### src/rtl/countdown_timer_pkg.sv
// ----------------------------------------------------------------------------
// countdown_timer_pkg
//
// Shared definitions for the countdown timer slice: count width, FSM state
// encoding and the decode from state to the handshake/status outputs.
//
// Contents:
//   COUNT_W          width of the count and reload registers
//   state_t          IDLE=2'd0, RUN=2'd1, DONE=2'd2
//   status_t         {load_ready, busy, done_valid} output bundle
//   decode_status()  status outputs implied by a given state
//   prescale_width() prescaler register width, never less than 1 bit
// ----------------------------------------------------------------------------
package countdown_timer_pkg;

    localparam int COUNT_W = 8;

    typedef enum logic [1:0] {
        ST_IDLE = 2'd0,
        ST_RUN  = 2'd1,
        ST_DONE = 2'd2
    } state_t;

    typedef struct packed {
        logic load_ready;
        logic busy;
        logic done_valid;
    } status_t;

    // The status outputs are a pure function of the state being entered, so
    // the FSM registers them alongside the state and they never glitch.
    function automatic status_t decode_status(state_t st);
        status_t s;
        s.load_ready = (st == ST_IDLE);
        s.busy       = (st == ST_RUN);
        s.done_valid = (st == ST_DONE);
        return s;
    endfunction

    // PRESCALE of 1 or 2 still needs a 1-bit register; $clog2 would give 0
    // for PRESCALE=1.
    function automatic int prescale_width(int prescale);
        return (prescale <= 2) ? 1 : $clog2(prescale);
    endfunction

endpackage

### src/rtl/equal_zero.sv
// ----------------------------------------------------------------------------
// equal_zero
//
// Combinational zero detector. Used by the countdown timer on its count
// register; the timer FSM is the only (sequential) consumer of the flag.
//
// Parameters:
//   WIDTH    width of the compared value
// Ports:
//   value    in  WIDTH  value under test
//   is_zero  out 1      1 when value is all zeros
// ----------------------------------------------------------------------------
module equal_zero
    import countdown_timer_pkg::*;
#(
    parameter int WIDTH = COUNT_W
) (
    input  logic [WIDTH-1:0] value,
    output logic             is_zero
);

    assign is_zero = (value == '0);

endmodule

### src/rtl/countdown_timer.sv
// ----------------------------------------------------------------------------
// countdown_timer
//
// Loadable 8-bit down-counter with a programmable prescaler. A start value is
// taken over a valid/ready handshake, the count decrements once every
// PRESCALE clocks down to zero, and terminal count is then reported on a
// held valid/ready "done" handshake. With AUTO_RELOAD=1 accepting done
// reloads the last loaded value and counts again.
//
// Parameters:
//   PRESCALE     clocks per decrement, 1..256 (1 = decrement every clock)
//   AUTO_RELOAD  1 = restart from the last loaded value on done acceptance
//
// Ports:
//   i_clk         in  1  clock, rising edge
//   i_rst         in  1  asynchronous reset, active-high
//   i_load_valid  in  1  start request
//   i_load_value  in  8  start value
//   o_load_ready  out 1  block can accept a load (IDLE)
//   i_abort       in  1  cancel the current count (RUN or DONE)
//   i_done_ready  in  1  consumer accepts done
//   o_done_valid  out 1  terminal count reached, held until accepted
//   o_busy        out 1  counting (RUN)
//   o_count       out 8  current count register
//
// State table:
//   state   | meaning
//   IDLE    | waiting for a load; o_load_ready=1
//   RUN     | prescaling and decrementing toward zero; o_busy=1
//   DONE    | count reached zero; o_done_valid held until i_done_ready
// ----------------------------------------------------------------------------
module countdown_timer
    import countdown_timer_pkg::*;
#(
    parameter int PRESCALE    = 4,
    parameter bit AUTO_RELOAD = 1'b0
) (
    input  logic               i_clk,
    input  logic               i_rst,
    input  logic               i_load_valid,
    input  logic [COUNT_W-1:0] i_load_value,
    output logic               o_load_ready,
    input  logic               i_abort,
    input  logic               i_done_ready,
    output logic               o_done_valid,
    output logic               o_busy,
    output logic [COUNT_W-1:0] o_count
);

    localparam int            PS_W    = prescale_width(PRESCALE);
    localparam logic [PS_W-1:0] PS_LAST = PS_W'(PRESCALE - 1);

    state_t             state;
    logic [COUNT_W-1:0] count;
    logic [COUNT_W-1:0] reload;
    logic [PS_W-1:0]    prescaler;
    logic               count_zero;

    equal_zero #(
        .WIDTH   (COUNT_W)
    ) u_equal_zero (
        .value   (count),
        .is_zero (count_zero)
    );

    assign o_count = count;

    // Terminal detection happens one clock after the count reaches zero,
    // because the FSM acts on the registered count through equal_zero. A
    // load of 0 therefore spends exactly one clock in RUN, with no special
    // path. Because the zero check precedes the decrement, count never wraps.
    always_ff @(posedge i_clk or posedge i_rst) begin
        if (i_rst) begin
            state     <= ST_IDLE;
            count     <= '0;
            reload    <= '0;
            prescaler <= '0;
            {o_load_ready, o_busy, o_done_valid} <= decode_status(ST_IDLE);
        end else begin
            case (state)
                ST_IDLE: begin
                    // Abort has nothing to cancel here and is ignored.
                    if (i_load_valid && o_load_ready) begin
                        count     <= i_load_value;
                        reload    <= i_load_value;
                        prescaler <= '0;
                        state     <= ST_RUN;
                        {o_load_ready, o_busy, o_done_valid} <= decode_status(ST_RUN);
                    end
                end

                ST_RUN: begin
                    if (i_abort) begin
                        count     <= '0;
                        prescaler <= '0;
                        state     <= ST_IDLE;
                        {o_load_ready, o_busy, o_done_valid} <= decode_status(ST_IDLE);
                    end else if (count_zero) begin
                        state <= ST_DONE;
                        {o_load_ready, o_busy, o_done_valid} <= decode_status(ST_DONE);
                    end else if (prescaler == PS_LAST) begin
                        prescaler <= '0;
                        count     <= count - COUNT_W'(1);
                    end else begin
                        prescaler <= prescaler + PS_W'(1);
                    end
                end

                ST_DONE: begin
                    // Abort outranks both the done handshake and auto-reload.
                    if (i_abort) begin
                        count     <= '0;
                        prescaler <= '0;
                        state     <= ST_IDLE;
                        {o_load_ready, o_busy, o_done_valid} <= decode_status(ST_IDLE);
                    end else if (i_done_ready) begin
                        if (AUTO_RELOAD) begin
                            count     <= reload;
                            prescaler <= '0;
                            state     <= ST_RUN;
                            {o_load_ready, o_busy, o_done_valid} <= decode_status(ST_RUN);
                        end else begin
                            state <= ST_IDLE;
                            {o_load_ready, o_busy, o_done_valid} <= decode_status(ST_IDLE);
                        end
                    end
                end

                default: begin
                    count     <= '0;
                    prescaler <= '0;
                    state     <= ST_IDLE;
                    {o_load_ready, o_busy, o_done_valid} <= decode_status(ST_IDLE);
                end
            endcase
        end
    end

endmodule

### config.mk
export PLATFORM = sky130hd
export DESIGN_NAME = countdown_timer
export DESIGN_NICKNAME = d
export VERILOG_FILES = /design/src/rtl/countdown_timer_pkg.sv /design/src/rtl/equal_zero.sv /design/src/rtl/countdown_timer.sv
export SDC_FILE = /design/constraint.sdc
export NUM_CORES = 1
export LEC_CHECK = 0
export CAP_MARGIN = 20
export CORE_MARGIN = 8
export CORE_UTILIZATION = 47
export DETAILED_ROUTE_END_ITERATION = 7
export PLACE_DENSITY = 0.88
export SETUP_SLACK_MARGIN = 0.4
export SLEW_MARGIN = 0
export SYNTH_ARGS = -nofsm -noshare
export SYNTH_HDL_FRONTEND = slang
export SYNTH_SLANG_ARGS = --single-unit
### constraint.sdc
create_clock -name i_clk -period 2.2 [get_ports i_clk]
set_input_delay 0.33 -clock i_clk [delete_from_list [all_inputs] [get_ports i_clk]]
set_output_delay 0.33 -clock i_clk [all_outputs]
set_load 0.01 [all_outputs]
==> metrics.csv <==
stage,metric,value,unit
placement,dp_slack,0.106,ns
logic_synthesis,yosysTopAreaCell,dfrtp_1,
route,dr.pass1.iters,4,
floorplanning,die_h,60.1,um
setup_path,reg2regPathDepth,5,
sta,setup-tns-final,0,ns
logic_synthesis,synth_top_area_frac,0.357,
floorplanning,io-pin-count,24,
power_and_ir_drop,ir_worst_vdd,0.608,mV
sta,finalHoldViolCount,0,
floorplanning,coreArea,0.00190,mm^2
sta,max_slew_margin,0.630,
clocking,htreeDepth,1,
global_route,grt_max_degree,17,
layout,drive_gt1_frac,0.157,
global_route,grt_pass1_wl,4.01,mm
setup_path,ff2ff_setup_slack,0.48,ns
setup_path,crit_path_end_kind,primary output,
clocking,numCtsBuffers,3,
logic_synthesis,synthCells,97,
sta,fin_ws,0.448,ns
setup_path,arrival,1.42,ns
setup_path,worst-setup-path-type,register to primary output,
route,ant_nets,0,
sta,setup_viol,0,
logic_synthesis,ys.flop_type,dfrtp_1,
floorplanning,start_util,0.480,
clocking,cts_max_path_buffers,2,
layout,syn2layout_area_growth,33.7,%
clocking,cts_sinks,14,
logic_synthesis,synthTopCellsByCount,"13 x dfrtp_1, 10 x a22o_1, 10 x nor2_1",
global_route,grt_usage,0.149,
logic_synthesis,ys_ff_latch,14,
sta,max_slew.worst_pin.slew,0.555,ns
sta,fin_crit_sh,0.796,
layout,stdcell_count,148,
route,totalWireLength,2.48,mm
route,drt_iter0_markers,41,
floorplanning,dieArea,0.00361,mm^2
placement,gp_congestion,0.818,
route,viasPerCell,5.91,
clocking,cts_tree,done,
setup_path,crit_required,1.87,ns
route,drc_errors,0,
logic_synthesis,synth-edff-count,0,
setup_path,r2r_end,o_count[7],
global_route,grt-ovfl-total,0,
logic_synthesis,synth_nets,113,
power_and_ir_drop,power_leakage,0.494,nW
floorplanning,num_rows,16,
logic_synthesis,synth-async-reset-ratio,1.00,
logic_synthesis,synth_area_per_cell,9.40,um^2
job,max_cap_viol_count,0,
power_and_ir_drop,power_density,1410,mW/mm^2
global_route,grt_pass1_vias,850,
logic_synthesis,yosys_warnings,0,
logic_synthesis,synth.most_common_cell,dfrtp_1,
clocking,cts_setup_buffers,0,
setup_path,rr_startpoint,o_count[3],
route,vias,874,
sta,fmax,0.571,GHz
placement,io_buffers,23,
sta,grt_setup_unrepaired,false,
sta,slew_viol_final,0,
route,routedWlPerCell,16.7,um
sta,period_needed,1.75,ns
layout,fin_nets,138,
status,status,"finished, final reports clean",
min_path,worstHoldPathType,input port to asynchronous set/reset pin,
setup_path,cp_max_fo,9,
sta,final.setup_skew,0.0103,ns
layout,diodes,0,
floorplanning,die_x,60.1,um
placement,dp.cells,144,
clocking,clk_pin_slew_worst_paths,0.10,ns
placement,dp.final_hpwl,1.80,mm
logic_synthesis,synth-seq-area-share,0.385,
clocking,cts_resized,2,
clocking,hold_buffers,0,
logic_synthesis,netlist_area,912,um^2
setup_path,cp-start-kind,register,
clocking,ctsRootBufferMaster,clkbuf_4,
logic_synthesis,ys_top_cells_by_area,"dfrtp_1 36%, a22o_1 9.6%, a32o_1 4.4%",
logic_synthesis,synth.distinct_cells,33,
global_route,antenna_found_initial,0,
clocking,insertion_delay,0.29,ns
==> stage by stage <==
stage                util  power (mW)  cell area, um^2  hold WS, ns
detailed placement  0.608        1.49             1160        0.479
finish              0.641        1.72             1220        0.374
global route        0.641        1.85             1220        0.444
floorplan               -        1.13              912        0.219
global placement    0.608        1.45             1160        0.466
CTS                 0.624        1.66             1190        0.403
==> worst max-delay path, cell delays in order, from the launching register on <==
cell	delay [ns]
dfrtp_1	0.41
buf_4	0.18
clkdlybuf4s50_1	0.55
==> registers in the layout (all words and copies together) (netlist names) <==
name / count
o_done_valid: 1
o_count: 8
o_busy: 1
o_load_ready: 1
prescaler: 2
state: 1
==> per-layer routing <==
layer	GRT usage	vias to the layer above	part of all wire
met1	0.175	410	0.40
met4	0.136	0	0.042
met5	0	-	0
met3	0.0237	8	0.072
li1	-	413	-
met2	0.226	43	0.49
==> layout by cell type, fill, tap and decap left out, drive strengths merged <==
cell type      synthesis  layout
a211oi                 1       1
a21boi                 1       1
a21oi                  6       6
a22o                  10      10
a31o                   1       1
a31oi                  2       2
a32o                   4       4
buf                    3       2
clkbuf                 2       4
clkdlybuf4s50          0      22
dfrtp                 13      13
dfstp                  1       1
dlymetal6s2s           0       1
ha                     3       3
inv                    7       7
mux2                   1       1
nand2                  5       5
nand3                  1       1
nor2                  11      11
nor3                   4       4
nor4                   3       3
o211ai                 1       1
o21ai                  7       7
o22ai                  1       1
o2bb2ai                1       1
o31ai                  1       1
or2                    1       1
or3                    2       2
xnor2                  1       1
xor2                   3       3
==> layout make-up <==
cell class / count / area (um^2)
inverter: 7 / 28.8
tap: 27 / 33.8
fill: 156 / 682
sequential: 14 / 354
multi-input combinational: 71 / 529
timing repair buffer: 25 / 248
clock buffer: 4 / 26.3
==> worst max path at each step <==
stage	startpoint	end	slack, ns	depth (start not counted)
2_1_floorplan	o_count[3]	o_count[7]	0.50	5
3_3_place_gp	i_abort	o_count[2]	0.17	5
3_5_place_dp	i_load_valid	o_count[6]	0.11	6
4_1_cts	i_abort	o_count[2]	0.42	5
5_1_grt	o_count[3]	o_count[7]	0.40	5
6_report	o_busy	o_busy	0.45	2
==> logic make-up (layout without fill, tap and decap cells) <==
logic type,after synthesis,after routing,synth area share
AOI/OAI and AO/OA,36,36,0.296
and+or+nand+nor,27,27,0.156
DFF,14,14,0.385
buffers and inverters,12,36,0.0700
xor gates and xnor gates,4,4,0.0384
adders and majority gates,3,3,0.0412
muxes,1,1,0.0123
==> power by group <==
part / switching (mW) / internal (mW)
Sequential: 0.154 / 0.372
Clock: 0.0932 / 0.0705
Combinational: 0.512 / 0.521
(Power assumes the default switching activity.)
